===== src/rtl/div_arbiter.sv =====
// div_arbiter: shares one combinational divide unit between two requesters.
//   Round-robin accept on req0/req1 valid/ready, operands held on div_in1/div_in2
//   for SETTLE cycles, then quotient/remainder captured and returned on the
//   granted requester's rsp valid/ready channel. Zero divisors bypass the divider.
// Ports:
//   clk, rst_n                     clock, synchronous active-low reset
//   reqN_valid/ready/dividend/divisor  request channels (N = 0, 1)
//   rspN_valid/ready               response channels
//   rsp_quot, rsp_rem, rsp_dz      shared response payload
//   div_in1, div_in2 / div_a, div_b  divide unit operands / results
//   busy                           high whenever not IDLE
// Optional build macro DIV_STATS_EN adds op_count/dz_count saturating counters.
module div_arbiter #(
    parameter int unsigned WIDTH  = 16,
    parameter int unsigned SETTLE = 2
) (
    input  logic             clk,
    input  logic             rst_n,
    input  logic             req0_valid,
    output logic             req0_ready,
    input  logic [WIDTH-1:0] req0_dividend,
    input  logic [WIDTH-1:0] req0_divisor,
    input  logic             req1_valid,
    output logic             req1_ready,
    input  logic [WIDTH-1:0] req1_dividend,
    input  logic [WIDTH-1:0] req1_divisor,
    output logic             rsp0_valid,
    input  logic             rsp0_ready,
    output logic             rsp1_valid,
    input  logic             rsp1_ready,
    output logic [WIDTH-1:0] rsp_quot,
    output logic [WIDTH-1:0] rsp_rem,
    output logic             rsp_dz,
    output logic [WIDTH-1:0] div_in1,
    output logic [WIDTH-1:0] div_in2,
    input  logic [WIDTH-1:0] div_a,
    input  logic [WIDTH-1:0] div_b,
    output logic             busy
`ifdef DIV_STATS_EN
    ,
    output logic [15:0]      op_count,
    output logic [7:0]       dz_count
`endif
);

    localparam int unsigned CW = 4;

    typedef enum logic [1:0] {
        IDLE  = 2'd0,
        ISSUE = 2'd1,
        RESP  = 2'd2
    } state_t;

    state_t          state;
    logic [CW-1:0]   cnt;
    logic            last_grant;
    logic            any_valid_c;
    logic            grant_c;
    logic            accept_c;
    logic            rsp_hs_c;
    logic [WIDTH-1:0] sel_dvd_c;
    logic [WIDTH-1:0] sel_dvs_c;

    // Round-robin pick: a lone requester wins, a tie goes to the one not served last.
    always_comb begin
        any_valid_c = req0_valid | req1_valid;
        grant_c     = 1'b0;
        if (req0_valid && req1_valid) begin
            grant_c = ~last_grant;
        end else if (req1_valid) begin
            grant_c = 1'b1;
        end
    end

    assign accept_c   = (state == IDLE) && any_valid_c;
    assign req0_ready = accept_c && !grant_c;
    assign req1_ready = accept_c && grant_c;
    assign sel_dvd_c  = grant_c ? req1_dividend : req0_dividend;
    assign sel_dvs_c  = grant_c ? req1_divisor  : req0_divisor;
    assign rsp_hs_c   = (rsp0_valid && rsp0_ready) || (rsp1_valid && rsp1_ready);

    // Controller: accept -> settle count -> capture -> hold response until taken.
    always_ff @(posedge clk) begin
        if (!rst_n) begin
            state      <= IDLE;
            cnt        <= '0;
            last_grant <= 1'b1;
            div_in1    <= '0;
            div_in2    <= '0;
            rsp_quot   <= '0;
            rsp_rem    <= '0;
            rsp_dz     <= 1'b0;
            rsp0_valid <= 1'b0;
            rsp1_valid <= 1'b0;
            busy       <= 1'b0;
        end else begin
            case (state)
                IDLE: begin
                    if (accept_c) begin
                        div_in1    <= sel_dvd_c;
                        div_in2    <= sel_dvs_c;
                        last_grant <= grant_c;
                        busy       <= 1'b1;
                        if (sel_dvs_c != '0) begin
                            state <= ISSUE;
                            cnt   <= CW'(SETTLE - 1);
                        end else begin
                            // Zero divisor resolved locally; divider output ignored.
                            state      <= RESP;
                            rsp_quot   <= '1;
                            rsp_rem    <= sel_dvd_c;
                            rsp_dz     <= 1'b1;
                            rsp0_valid <= !grant_c;
                            rsp1_valid <= grant_c;
                        end
                    end
                end
                ISSUE: begin
                    if (cnt == '0) begin
                        state      <= RESP;
                        rsp_quot   <= div_a;
                        rsp_rem    <= div_b;
                        rsp_dz     <= 1'b0;
                        rsp0_valid <= !last_grant;
                        rsp1_valid <= last_grant;
                    end else begin
                        cnt <= cnt - CW'(1);
                    end
                end
                RESP: begin
                    if (rsp_hs_c) begin
                        state      <= IDLE;
                        rsp0_valid <= 1'b0;
                        rsp1_valid <= 1'b0;
                        busy       <= 1'b0;
                    end
                end
                default: begin
                    state <= IDLE;
                    busy  <= 1'b0;
                end
            endcase
        end
    end

`ifdef DIV_STATS_EN
    // Saturating operation and divide-by-zero counters.
    always_ff @(posedge clk) begin
        if (!rst_n) begin
            op_count <= '0;
            dz_count <= '0;
        end else if (accept_c) begin
            if (op_count != '1) begin
                op_count <= op_count + 16'd1;
            end
            if ((sel_dvs_c == '0) && (dz_count != '1)) begin
                dz_count <= dz_count + 8'd1;
            end
        end
    end
`endif

endmodule


===== config.mk =====
export PLATFORM = sky130hd
export DESIGN_NAME = div_arbiter
export DESIGN_NICKNAME = d
export VERILOG_FILES = /design/src/rtl/div_arbiter.sv
export SDC_FILE = /design/constraint.sdc
export NUM_CORES = 1
export LEC_CHECK = 0
export CORE_MARGIN = 10
export CORE_UTILIZATION = 41
export DETAILED_ROUTE_END_ITERATION = 10
export HOLD_SLACK_MARGIN = 0.08
export PLACE_DENSITY = 0.9
export SYNTH_ARGS = -nofsm -noshare
export SYNTH_HDL_FRONTEND = slang
export SYNTH_SLANG_ARGS = --single-unit

===== constraint.sdc =====
create_clock -name clk -period 2.7 [get_ports clk]
set_clock_uncertainty 0.15 [all_clocks]
set_input_delay 0.54 -clock clk [delete_from_list [all_inputs] [get_ports clk]]
set_output_delay 0.54 -clock clk [all_outputs]
set_load 0.05 [all_outputs]

# Word level (Yosys, flattened, before mapping)
# Index checks and enable logic that the tools add are counted.
[word_totals] register_bits=75 inputBits=102 out_inout_bits=70 word_cells=79
[op_classes] n_addsub=1 n_eq_ne=8 mux=36 n_bitwise=3 reduce_logical=20
[ops] operator="16-bit two-way mux" count=8
[ops] operator="16-bit one-hot mux with 2 select lines" count=2
[ops] operator="16-bit nonzero test" count=1
[ops] operator="1-bit two-way mux" count=13
[ops] operator="4-bit two-way mux" count=3
[ops] operator="2-bit inequality test (second input constant)" count=5
[ops] operator="1-bit one-hot mux with 3 select lines" count=3
[ops] operator="2-bit two-way mux" count=4
[ops] operator="4-bit one-hot mux with 2 select lines" count=1
[ops] operator="4-bit AND reduction" count=2
[ops] operator="1-bit logical AND" count=6
[ops] operator="2-bit one-hot mux with 3 select lines" count=1
[ops] operator="3-bit AND reduction" count=2
[ops] operator="5-bit AND reduction" count=1
[ops] operator="4-bit logical NOT" count=1
[ops] operator="4-bit by 1-bit subtractor with 4-bit output (second input constant)" count=1
[ops] operator="3-bit nonzero test" count=1
[ops] operator="2-bit by 1-bit equality test with 1-bit output (second input constant)" count=1
[ops] operator="2-bit equality test (second input constant)" count=1
[ops] operator="1-bit logical NOT" count=2
[ops] operator="2-bit logical NOT" count=1
[ops] operator="2-bit by 1-bit inequality test with 1-bit output (second input constant)" count=1
[ops] operator="1-bit NOT" count=2
[ops] operator="1-bit one-hot mux with 2 select lines" count=1
[ops] operator="other kinds (4)" count=4

# Depth between registers and ports, before layout
[depth] ltp_word=7 ltp_mapped=9 depth_no_buf=7

# Worst setup path before layout
# No wires, ideal clock.
[synth_timing] kind="input -> output" startpoint="input port req1_valid" endpoint="output port req0_ready" arrival_ns=1.772 required_ns=2.010 slack_ns=0.238 path_stages=4 n_path_buf=2 cell_sequence="a21boi_0 -> clkbuf_1 -> clkbuf_1 -> nor2_1"
[synth_between] elab_chain_cells=4 elab_cells_between_ends=7 cone_classes="mux: 2; bitwise: 1; reduce/logical: 4"
[synth_lines] item="start, declared" line_no="23" source="input logic req1_valid,"
[synth_lines] item="1-bit two-way mux / 1-bit logical AND (equally long branches)" line_no="70, 68"
[synth_lines] item="1-bit two-way mux" line_no="68" source="if (req0_valid && req1_valid) begin"
[synth_lines] item="1-bit logical NOT" line_no="76" source="assign req0_ready = accept_c && !grant_c;"
[synth_lines] item="1-bit logical AND (*)" line_no="76"
[synth_lines] item="end, declared" line_no="20" source="output logic req0_ready,"
# Mark *: on every way between the ends. The rest lies on a longest branch, timed or not.

# Final worst setup path
# Same ends and word-level chain as after synthesis.

==> run_results.csv <==
group,metric,value,unit
outcome,status,"finished clean",
layout,fin_cells,678,
die,start_util,42.2,%
setup_path,crit_path_start,"req1_valid",
layout,fillers,673,
synth,syn_inst,407,
synth,synth-edff-count,0,
clock_network,numCtsBuffers,9,
drt,drt_first_iter_violations,223,
drt,dr.pass1.iters,4,
synth,yosys.area.top_type_share,43.1,%
timing,fin_ws,0.154,ns
timing,hold_viol_final,0,
placed_design,io_buffer_count,171,
global_routing,grt_max_degree,65,
setup_path,endpoint_kind,"output pin",
synth,netlist-cell-type-count,45,
placed_design,dpl_worst_slack,-0.0995,ns
die,fp-row-count,33,
synth,async_reset_ff_share,0,%
clock_network,hold_buffers,0,
die,die-area,12600,um^2
synth,synth_flop_cell,"dfxtp_1",
die,core,8260,um^2
clock_network,tritoncts,"yes",
power_and_ir_drop,power.density,1260,nW/um^2
clock_network,ctsResizeCount,0,
die,dieWidth,112,um
drt,vias,3781,
setup_path,cp_data_required_time,2.01,ns
timing,fmax,393,MHz
synth,synth-seq-cells,75,
synth,synth.area.top_cells,"dfxtp_1 43%, nand2_1 7.7%, mux2i_1 5.5%, o21ai_0 5.2%, o221a_1 4.5%",
timing,tightestPinTransition,0.783,ns
synth,ys_seq_area_share,43.1,%
setup_path,worstRegToRegCells,7,
worst_hold_path,hold_path_class,"reg2reg",
timing,period_share,94.3,%
global_routing,gr-total-overflow,0,
layout,drive_above_1_share,7.16,%
clock_network,cts-root-buf,"clkbuf_8",
die,die_height,112,um
drt,drtAntennaViolNets,0,
layout,utilization,66.6,%
placed_design,place_congestion,0.891,
layout,antennaDiodeCount,0,
layout,final_nets,677,
job,drv_cap,0,
die,boundaryPins,172,
timing,grt_setup_unrepaired,"false",
synth,synth.most_common_cell,"dfxtp_1",
clock_network,post-cts-setup-buffers,0,
synth,syn_area_per_cell,8.55,um^2
setup_path,crit-reg2reg-launch,"cnt[0]",
synth,syn-num-nets,515,
worst_hold_path,min_path_cells,2,
setup_path,start_kind,"primary input",
synth,yosys_warnings,0,
clock_network,clockBufferDepth,2,
clock_network,cts.clk_slew.worst_paths,0.07,ns
clock_network,h-tree-depth,3,
synth,syn_area,3480,um^2
layout,area_growth_syn_to_layout,58.0,%
global_routing,grt_pass1_wl,20000,um
drt,detail_route.vias_per_cell,5.58,
global_routing,grt_pass1_vias,3846,
timing,max_slew_margin,47.8,%
drt,drc_errors,0,
clock_network,clk-insertion-delay-late,0.35,ns
setup_path,arrival,1.86,ns
placed_design,hpwl,9910,um
synth,synth_area_leader_cell,"dfxtp_1",
timing,report.final.slew_viol_count,0,
global_routing,grtUsageTotal,19.1,%
timing,final.setup.tns,0,ns
synth,synthTopCellsByCount,"75 x dfxtp_1, 71 x nand2_1, 41 x nor2_1",
power_and_ir_drop,peakVddDrop,894,uV
setup_path,cp_max_fo,20,
timing,min_period,2.55,ns
clock_network,cts.sinks,75,
placed_design,dp_cells,663,
timing,finalSetupViolCount,0,
power_and_ir_drop,leakagePower,2.08,nW
drt,wl,12700,um
drt,routedWlPerCell,18.7,um
global_routing,antenna_found_initial,0,
worst_hold_path,hold_start,"rsp_rem[15]",
setup_path,crit_type,"in2out",
[power breakdown]
part           internal, W  switching, W
clock network     0.000419      0.000406
logic              0.00150       0.00278
registers          0.00157      0.000260
[sequential cells by signal (all words and copies together), names as in the netlist]
| signal | count |
|---|---|
| rsp_quot | 16 |
| state | 2 |
| rsp0_valid | 1 |
| cnt | 4 |
| div_in2 | 16 |
| div_in1 | 16 |
| rsp1_valid | 1 |
| rsp_rem | 16 |
| rsp_dz | 1 |
| busy | 1 |
| last_grant | 1 |
[cells in the final DEF, fill, tap and decap left out, types with 6 or more instances in the layout]
master,instances
clkbuf_8,9
nand2_1,71
clkdlybuf4s50_1,168
nand4_1,18
mux2i_1,19
inv_1,9
buf_4,14
nor2_1,41
a311oi_1,16
a211oi_1,17
ha_1,6
nor4_1,12
o21ai_0,36
o221a_1,14
dfxtp_1,75
[metrics by stage]
stage	hold WS, ns	total power, W	instance area (um^2)
floorplan	0.287	0.00466	3480
global placement	0.291	0.00603	5320
detailed placement	0.298	0.00613	5320
CTS	0.309	0.00697	5500
global route	0.328	0.00731	5500
finish	0.306	0.00693	5500
[per-layer routing]
layer | vias to the layer above | share of wire (%) | global-route usage, % | wire length, um
met5 | - | 0 | 0 | 0
met4 | 0 | 2.5 | 7.95 | 320
met3 | 22 | 8.9 | 6.60 | 1130
met2 | 174 | 50 | 33.1 | 6350
met1 | 1766 | 38 | 20.9 | 4860
li1 | 1819 | - | - | -
[cell families after synthesis]
kind of cell	share of synthesized area [%]
AO/OA/AOI/OAI	23.3
buffers and inverters	5.39
flip-flops	43.1
AND/OR/NAND/NOR	20.3
adder cells (fa/ha/maj)	2.16
multiplexers	5.79
[worst max-delay path, stage by stage]
cell             delay [ns]
clkdlybuf4s50_1        0.53
a21boi_1               0.22
buf_4                  0.28
nor2_1                 0.08
buf_4                  0.21
[cell type report]
| class | instances | area (um^2) | area share [%] |
|---|---|---|---|
| multi-input combinational | 288 | 1800 | 32.7 |
| inverter | 9 | 33.8 | 0.614 |
| sequential | 75 | 1500 | 27.3 |
| clock buffer | 10 | 128 | 2.32 |
| tap | 105 | 131 | 2.39 |
| timing repair buffer | 186 | 1850 | 33.7 |
| clock inverter | 5 | 55.1 | 1.00 |
[path summary, 6_finish.rpt]
path,to,slack (ns)
min,rsp_rem[15],0.31
max reg2reg,rsp1_valid,0.44
min reg2reg,rsp_rem[15],0.31
max,req0_ready,0.15
(Power assumes the default switching activity.)
